--- config.mk ---
export PLATFORM = sky130hd
export DESIGN_NAME = sum_stage
export DESIGN_NICKNAME = d
export VERILOG_FILES = /design/src/rtl/sum_stage_pkg.sv /design/src/rtl/ss_row_acc.sv /design/src/rtl/sum_stage.sv
export SDC_FILE = /design/constraint.sdc
export NUM_CORES = 1
export LEC_CHECK = 0
export CORE_MARGIN = 2
export CORE_UTILIZATION = 30
export DETAILED_ROUTE_END_ITERATION = 8
export DONT_BUFFER_PORTS = 1
export GPL_TIMING_DRIVEN = 0
export PLACE_DENSITY_LB_ADDON = 0.08
export SLEW_MARGIN = 20
export SYNTH_ARGS = -nofsm -noshare
export SYNTH_HDL_FRONTEND = slang
export SYNTH_SLANG_ARGS = --single-unit
--- constraint.sdc ---
create_clock -name i_clk -period 2.4 [get_ports i_clk]
set_input_delay 0.48 -clock i_clk [delete_from_list [all_inputs] [get_ports i_clk]]
set_output_delay 0.48 -clock i_clk [all_outputs]
set_load 0.02 [all_outputs]
--- src/rtl/sum_stage_pkg.sv ---
// Shared sum-stage types: control travelling with multiply-stage beats and row payloads.
// Producer (multiply stage) and consumer (sum_stage) both use these definitions.
package sum_stage_pkg;
  localparam int PEROW   = 4;
  localparam int PSUMDWD = 8;
  localparam int ASUMDWD = 6;
  localparam int PPCTLWD = 6;

  typedef struct packed {
    logic first;
    logic last;
  } SSctl;

  typedef logic [PPCTLWD-1:0] PPctl;

  typedef struct packed {
    logic signed [PSUMDWD-1:0] Psum_MS;
    logic signed [ASUMDWD-1:0] Sum_MS;
  } MSout;

  typedef struct packed {
    SSctl ssctl;
    PPctl ssppctl;
  } MSpipe;

  typedef enum logic {
    SS_ACC  = 1'b0,
    SS_HOLD = 1'b1
  } ss_state_e;
endpackage

--- src/rtl/ss_row_acc.sv ---
// One PE row accumulator: sign-extended add, signed overflow detect, sticky overflow flag.
// Build macro SS_SAT_EN clamps to the signed range on overflow; otherwise the sum wraps.
module ss_row_acc #(
  parameter int PSUMDWD = sum_stage_pkg::PSUMDWD,
  parameter int ASUMDWD = sum_stage_pkg::ASUMDWD
) (
  input  logic                      clk,
  input  logic                      rstn,
  input  logic                      en,
  input  logic                      first,
  input  logic signed [PSUMDWD-1:0] psum_in,
  input  logic signed [ASUMDWD-1:0] sum_in,
  output logic signed [PSUMDWD-1:0] acc_next,
  output logic                      ovf_next
);
  localparam int MSB = PSUMDWD - 1;

  logic signed [PSUMDWD-1:0] acc_q;
  logic signed [PSUMDWD-1:0] base;
  logic signed [PSUMDWD-1:0] addend;
  logic signed [PSUMDWD-1:0] wrap;
  logic                      ovf_q;
  logic                      ov;

`ifdef SS_SAT_EN
  localparam logic signed [PSUMDWD-1:0] SMAX = {1'b0, {(PSUMDWD-1){1'b1}}};
  localparam logic signed [PSUMDWD-1:0] SMIN = {1'b1, {(PSUMDWD-1){1'b0}}};
`endif

  always_comb begin
    base   = first ? psum_in : acc_q;
    addend = PSUMDWD'(sum_in);
    wrap   = base + addend;
    // Overflow only when both operands share a sign and the result's sign differs.
    ov     = (base[MSB] == addend[MSB]) && (wrap[MSB] != base[MSB]);
`ifdef SS_SAT_EN
    acc_next = ov ? (base[MSB] ? SMIN : SMAX) : wrap;
`else
    acc_next = wrap;
`endif
    ovf_next = ov || (!first && ovf_q);
  end

  always_ff @(posedge clk or negedge rstn) begin
    if (!rstn) begin
      acc_q <= '0;
      ovf_q <= 1'b0;
    end else if (en) begin
      acc_q <= acc_next;
      ovf_q <= ovf_next;
    end
  end
endmodule

--- src/rtl/sum_stage.sv ---
// Sum stage: accumulates per-row partial sums over first..last beats, holds result for downstream.
// Build macro SS_SAT_EN selects saturating accumulation in every row (default: wrapping).
module sum_stage #(
  parameter int PEROW   = sum_stage_pkg::PEROW,
  parameter int PSUMDWD = sum_stage_pkg::PSUMDWD,
  parameter int ASUMDWD = sum_stage_pkg::ASUMDWD
) (
  input  logic                      i_clk,
  input  logic                      i_rstn,
  input  logic                      MS_rdy,
  output logic                      MS_ack,
  input  sum_stage_pkg::MSout       i_data [PEROW],
  input  sum_stage_pkg::MSpipe      i_MSpipe,
  output logic                      SS_rdy,
  input  logic                      SS_ack,
  output logic signed [PSUMDWD-1:0] o_psum [PEROW],
  output sum_stage_pkg::PPctl       o_ppctl,
  output logic [PEROW-1:0]          o_ovf,
  output sum_stage_pkg::ss_state_e  dbg_state
);
  import sum_stage_pkg::*;

  ss_state_e                 state;
  logic                      beat;
  logic                      last_beat;
  logic signed [PSUMDWD-1:0] acc_next [PEROW];
  logic [PEROW-1:0]          ovf_next;

  // Valid/ready: a beat moves on a port only in a cycle where its rdy and ack are both
  // high. HOLD may drain and refill in the same cycle, so MS_ack looks through to SS_ack.
  assign SS_rdy    = (state == SS_HOLD);
  assign MS_ack    = !SS_rdy || SS_ack;
  assign beat      = MS_rdy && MS_ack;
  assign last_beat = beat && i_MSpipe.ssctl.last;
  assign dbg_state = state;

  for (genvar r = 0; r < PEROW; r++) begin : g_row
    ss_row_acc #(
      .PSUMDWD(PSUMDWD),
      .ASUMDWD(ASUMDWD)
    ) u_row (
      .clk     (i_clk),
      .rstn    (i_rstn),
      .en      (beat),
      .first   (i_MSpipe.ssctl.first),
      .psum_in (i_data[r].Psum_MS),
      .sum_in  (i_data[r].Sum_MS),
      .acc_next(acc_next[r]),
      .ovf_next(ovf_next[r])
    );
  end

  always_ff @(posedge i_clk or negedge i_rstn) begin
    if (!i_rstn) begin
      state   <= SS_ACC;
      o_ppctl <= '0;
      o_ovf   <= '0;
      for (int r = 0; r < PEROW; r++) o_psum[r] <= '0;
    end else begin
      if (last_beat) begin
        o_psum  <= acc_next;
        o_ovf   <= ovf_next;
        o_ppctl <= i_MSpipe.ssppctl;
      end
      case (state)
        SS_ACC:  if (last_beat) state <= SS_HOLD;
        SS_HOLD: if (SS_ack && !last_beat) state <= SS_ACC;
        default: state <= SS_ACC;
      endcase
    end
  end
endmodule

==> qor.yml <==
global_routing:
  initial_antenna_violation_count: 2
  global_route.overflow_total: 0
  track_usage: 0.177
  grt_start_max_net_pins: 80
  number_of_global_route_vias_before_repair: 4175
  grt_first_pass_wirelength_mm: 24.0
final_layout:
  area_growth_from_synthesis_to_layout_pct: 15.5
  layout.nets: 644
  num-fill-cells: 1699
  seq_area_um2: 1980
  final_cell_count_no_fill: 770
  multi_input_area_um2: 3040
  fraction_of_final_layout_cells_sized_beyond_drive_strength_1: 0.211
  finish.utilization: 0.357
route:
  drt-vias-per-instance: 5.29
  routed-via-count: 4072
  drt_first_pass_iters: 4
  drc_errors: 0
  iteration_0_drc_markers: 190
  ant_nets: 0
  wire_per_inst_um: 20.4
  routed_wl_mm: 15.7
setup_path:
  critPathRequiredTime_ps: 2630
  critical_path_depth: 8
  worst_r2r_startpoint: "g_row[0].u_row.acc_q[1]"
  path_max_fanout: 10
  critical_path.cell_chain: "buf_6 > buf_6 > mux2_2 > ha_1 > a211oi_2 > o211ai_1 > and3_1 > a211o_1"
  setup.worst_path.start: "i_MSpipe[7]"
  worst_r2r_path_depth: 6
  cp-start-kind: "input port"
  ff2ff_setup_slack_ps: 250
  critical-path-top-cell-by-count: "buf_6"
  timing.setup.critical_path_class: "in2reg"
  critPathCapture: "g_row[0].u_row.ovf_q"
  crit-reg2reg-capture: "g_row[0].u_row.ovf_q"
  max_stage_delay_ps: 380
  endpoint_kind: "flip-flop"
  cp_top_family: "compound AO/OA/AOI/OAI gates"
  critical_path_buf_inv_count: 2
  cp_data_arrival_time_ps: 2580
  timing.critical_path.slowest_stage_cell: "mux2_2"
worst_hold_path:
  hold_class: "in2async"
power:
  power_density_nw_per_um2: 1090
  p_leak_uw: 0.00262
  sequential_share_of_power: 0.399
  switching_power_uw: 2550
  internal_power_uw: 3930
  power.ir.vdd_worst_mv: 0.384
  share_clk_of_total_power: 0.240
  combinational_power_share: 0.361
  power.share.switching: 0.394
placement:
  gpl.final_weighted_congestion: 0.760
  placement.io_buffers: 0
  dp.final_hpwl_mm: 11.0
  dpl.cell_count: 746
synthesis:
  synth-edff-count: 0
  yosysWarningCount: 0
  synthDistinctLibCells: 34
  synth_top_family_by_area: "simple AND/OR/NAND/NOR gates"
  asyncSetResetFlopFracSynth: 1.00
  area_share_of_and_or_nand_nor_cells_after_synthesis: 0.196
  synth_fp_nets: 626
  yosysTopAreaCell: "dfrtp_1"
  synth_compound_area_frac: 0.118
  synthAdderAreaFrac: 0.0837
  post_synth_mux_area_share: 0.149
  postSynthCellCount: 526
  yosys.area_share.xor_xnor: 0.0273
  synthesis.area_per_instance_um2: 9.77
  ys_top_cells_by_area: "dfrtp_1 38%, mux2_2 9.0%, nand2_1 7.1%"
  yosys_register_bits: 79
  yosysTopAreaCellShare: 0.385
  yosysSeqAreaShare: 0.385
  ys.flop_type: "dfrtp_1"
  synth_area_um2: 5140
clocking:
  cts.reportedPaths.clkPinSlew_ps: 70
  cts.htree.levels: 3
  clkLatencyLatePin_ps: 350
  tritoncts: "done"
  clock_tree.buffer_depth: 2
  cts_root_buffer: "clkbuf_16"
  numCtsBuffers: 9
  cts.sinks: 79
sta:
  finalMaxSlewViolations: 0
  fin_worst_hold_slack_ps: 41.5
  finalHoldViolCount: 0
  max_clock_freq_mhz: 426
  layout_worst_path_cycle_share: 0.978
  relSlewSlack: 0.476
  worst_skew_ps: 8.42
  setup_repair_after_global_routing_missed_its_margin: "yes"
  timing_worst_slew_pin_value_ps: 786
  setup_viol: 0
  final.min_clock_period_ps: 2350
die:
  core_area_um2: 16600
  initial_standard_cell_utilization_of_the_core: 0.309
  io-pin-count: 113
  die-width_um: 135
  placement_rows: 47
  die_y_um: 135
  die_area_um2: 18200
outcome:
  result_of_the_run: "finished, final reports clean"
job:
  max_cap_violation_count: 0
==> how the worst min path moves through the flow <==
stage | startpoint | end
after floorplan | i_rstn | SS_rdy
after global placement | i_rstn | g_row[0].u_row.acc_q[0]
after detailed placement | i_rstn | o_psum[24]
after CTS | i_rstn | g_row[0].u_row.acc_q[1]
after global routing | i_rstn | g_row[0].u_row.acc_q[1]
final | i_rstn | g_row[0].u_row.acc_q[1]
==> power by group through the flow <==
stage	logic [uW]	clock network (uW)	registers [uW]
2_1_floorplan	1810	0	2480
3_3_place_gp	2190	0	2600
3_5_place_dp	2220	0	2620
4_1_cts	2300	1610	2600
5_1_grt	2630	1670	2660
6_report	2340	1560	2580
==> layer usage <==
metal / wire [um] / vias to the layer above / GRT usage
li1: - / 1942 / -
met1: 6880 / 1993 / 0.224
met2: 7450 / 113 / 0.289
met3: 1080 / 24 / 0.0499
met4: 330 / 0 / 0.0643
met5: 0 / - / 0
==> kinds of logic after synthesis <==
logic type,count (synthesis)
compound gates,91
xor+xnor,16
fa+ha+maj,32
buf+inv,37
flops,79
mux,68
simple gates,203
==> cell type report <==
type                    instances  area share
diodes                          1    0.000422
plain buffers                  27      0.0327
clock buffers                  11      0.0426
clock inverters                 5      0.0135
inverters                      10     0.00675
multi-input cells             410       0.512
flip-flops and latches         79       0.333
well taps                     220      0.0464
repair buffers                  7      0.0122
==> cell usage in the layout, fill, tap and decap left out, types with 14 or more instances in the layout <==
master    instances
mux2i_1          20
nand4_1          16
nand2_1          97
o21ai_0          21
a211o_1          31
ha_1             24
nand4b_1         16
mux2_2           41
dfrtp_1          79
nand3_1          31
a21oi_1          14
==> sequential cells by signal, summed over array words and instances (netlist names) <==
name / count
SS_rdy: 1
o_ppctl: 6
g_row.u_row.ovf_q: 4
g_row.u_row.acc_q: 32
o_psum: 32
o_ovf: 4
==> cells in the mapped netlist, types with 5 or more instances <==
| cell | instances |
|---|---|
| nand2_1 | 97 |
| nand2b_1 | 8 |
| ha_1 | 28 |
| nand3_1 | 31 |
| nand4b_1 | 16 |
| nor2b_1 | 12 |
| mux2_4 | 7 |
| nand4_1 | 16 |
| buf_2 | 11 |
| a21o_1 | 5 |
| dfrtp_1 | 79 |
| xnor2_1 | 12 |
| nor2_1 | 12 |
| a21oi_1 | 19 |
| clkbuf_1 | 7 |
| o21ai_0 | 24 |
| buf_6 | 6 |
| mux2i_1 | 20 |
| a211o_1 | 31 |
| inv_1 | 9 |
| mux2_2 | 41 |
==> metrics by stage <==
stage	setup WS (ps)	TNS (ps)	total power [uW]	cell area, um^2
finish	53.2	0	6480	5930
CTS	2.23	0	6510	5890
global route	-1.76	-1.76	6960	5930
floorplan	7.00	0	4290	5230
global placement	-393	-8840	4790	5510
detailed placement	-442	-9090	4840	5510
==> what timing repair did <==
action | CTS | global route
pin swaps | 2 | 2
hold endpoints to repair | 79 | 0
hold buffers | 1 | 0
resized for setup | 0 | 8
buffers inserted | 3 | 3
setup endpoints to repair | 2 | 12
Note: power is estimated with default switching activity, not from simulation.
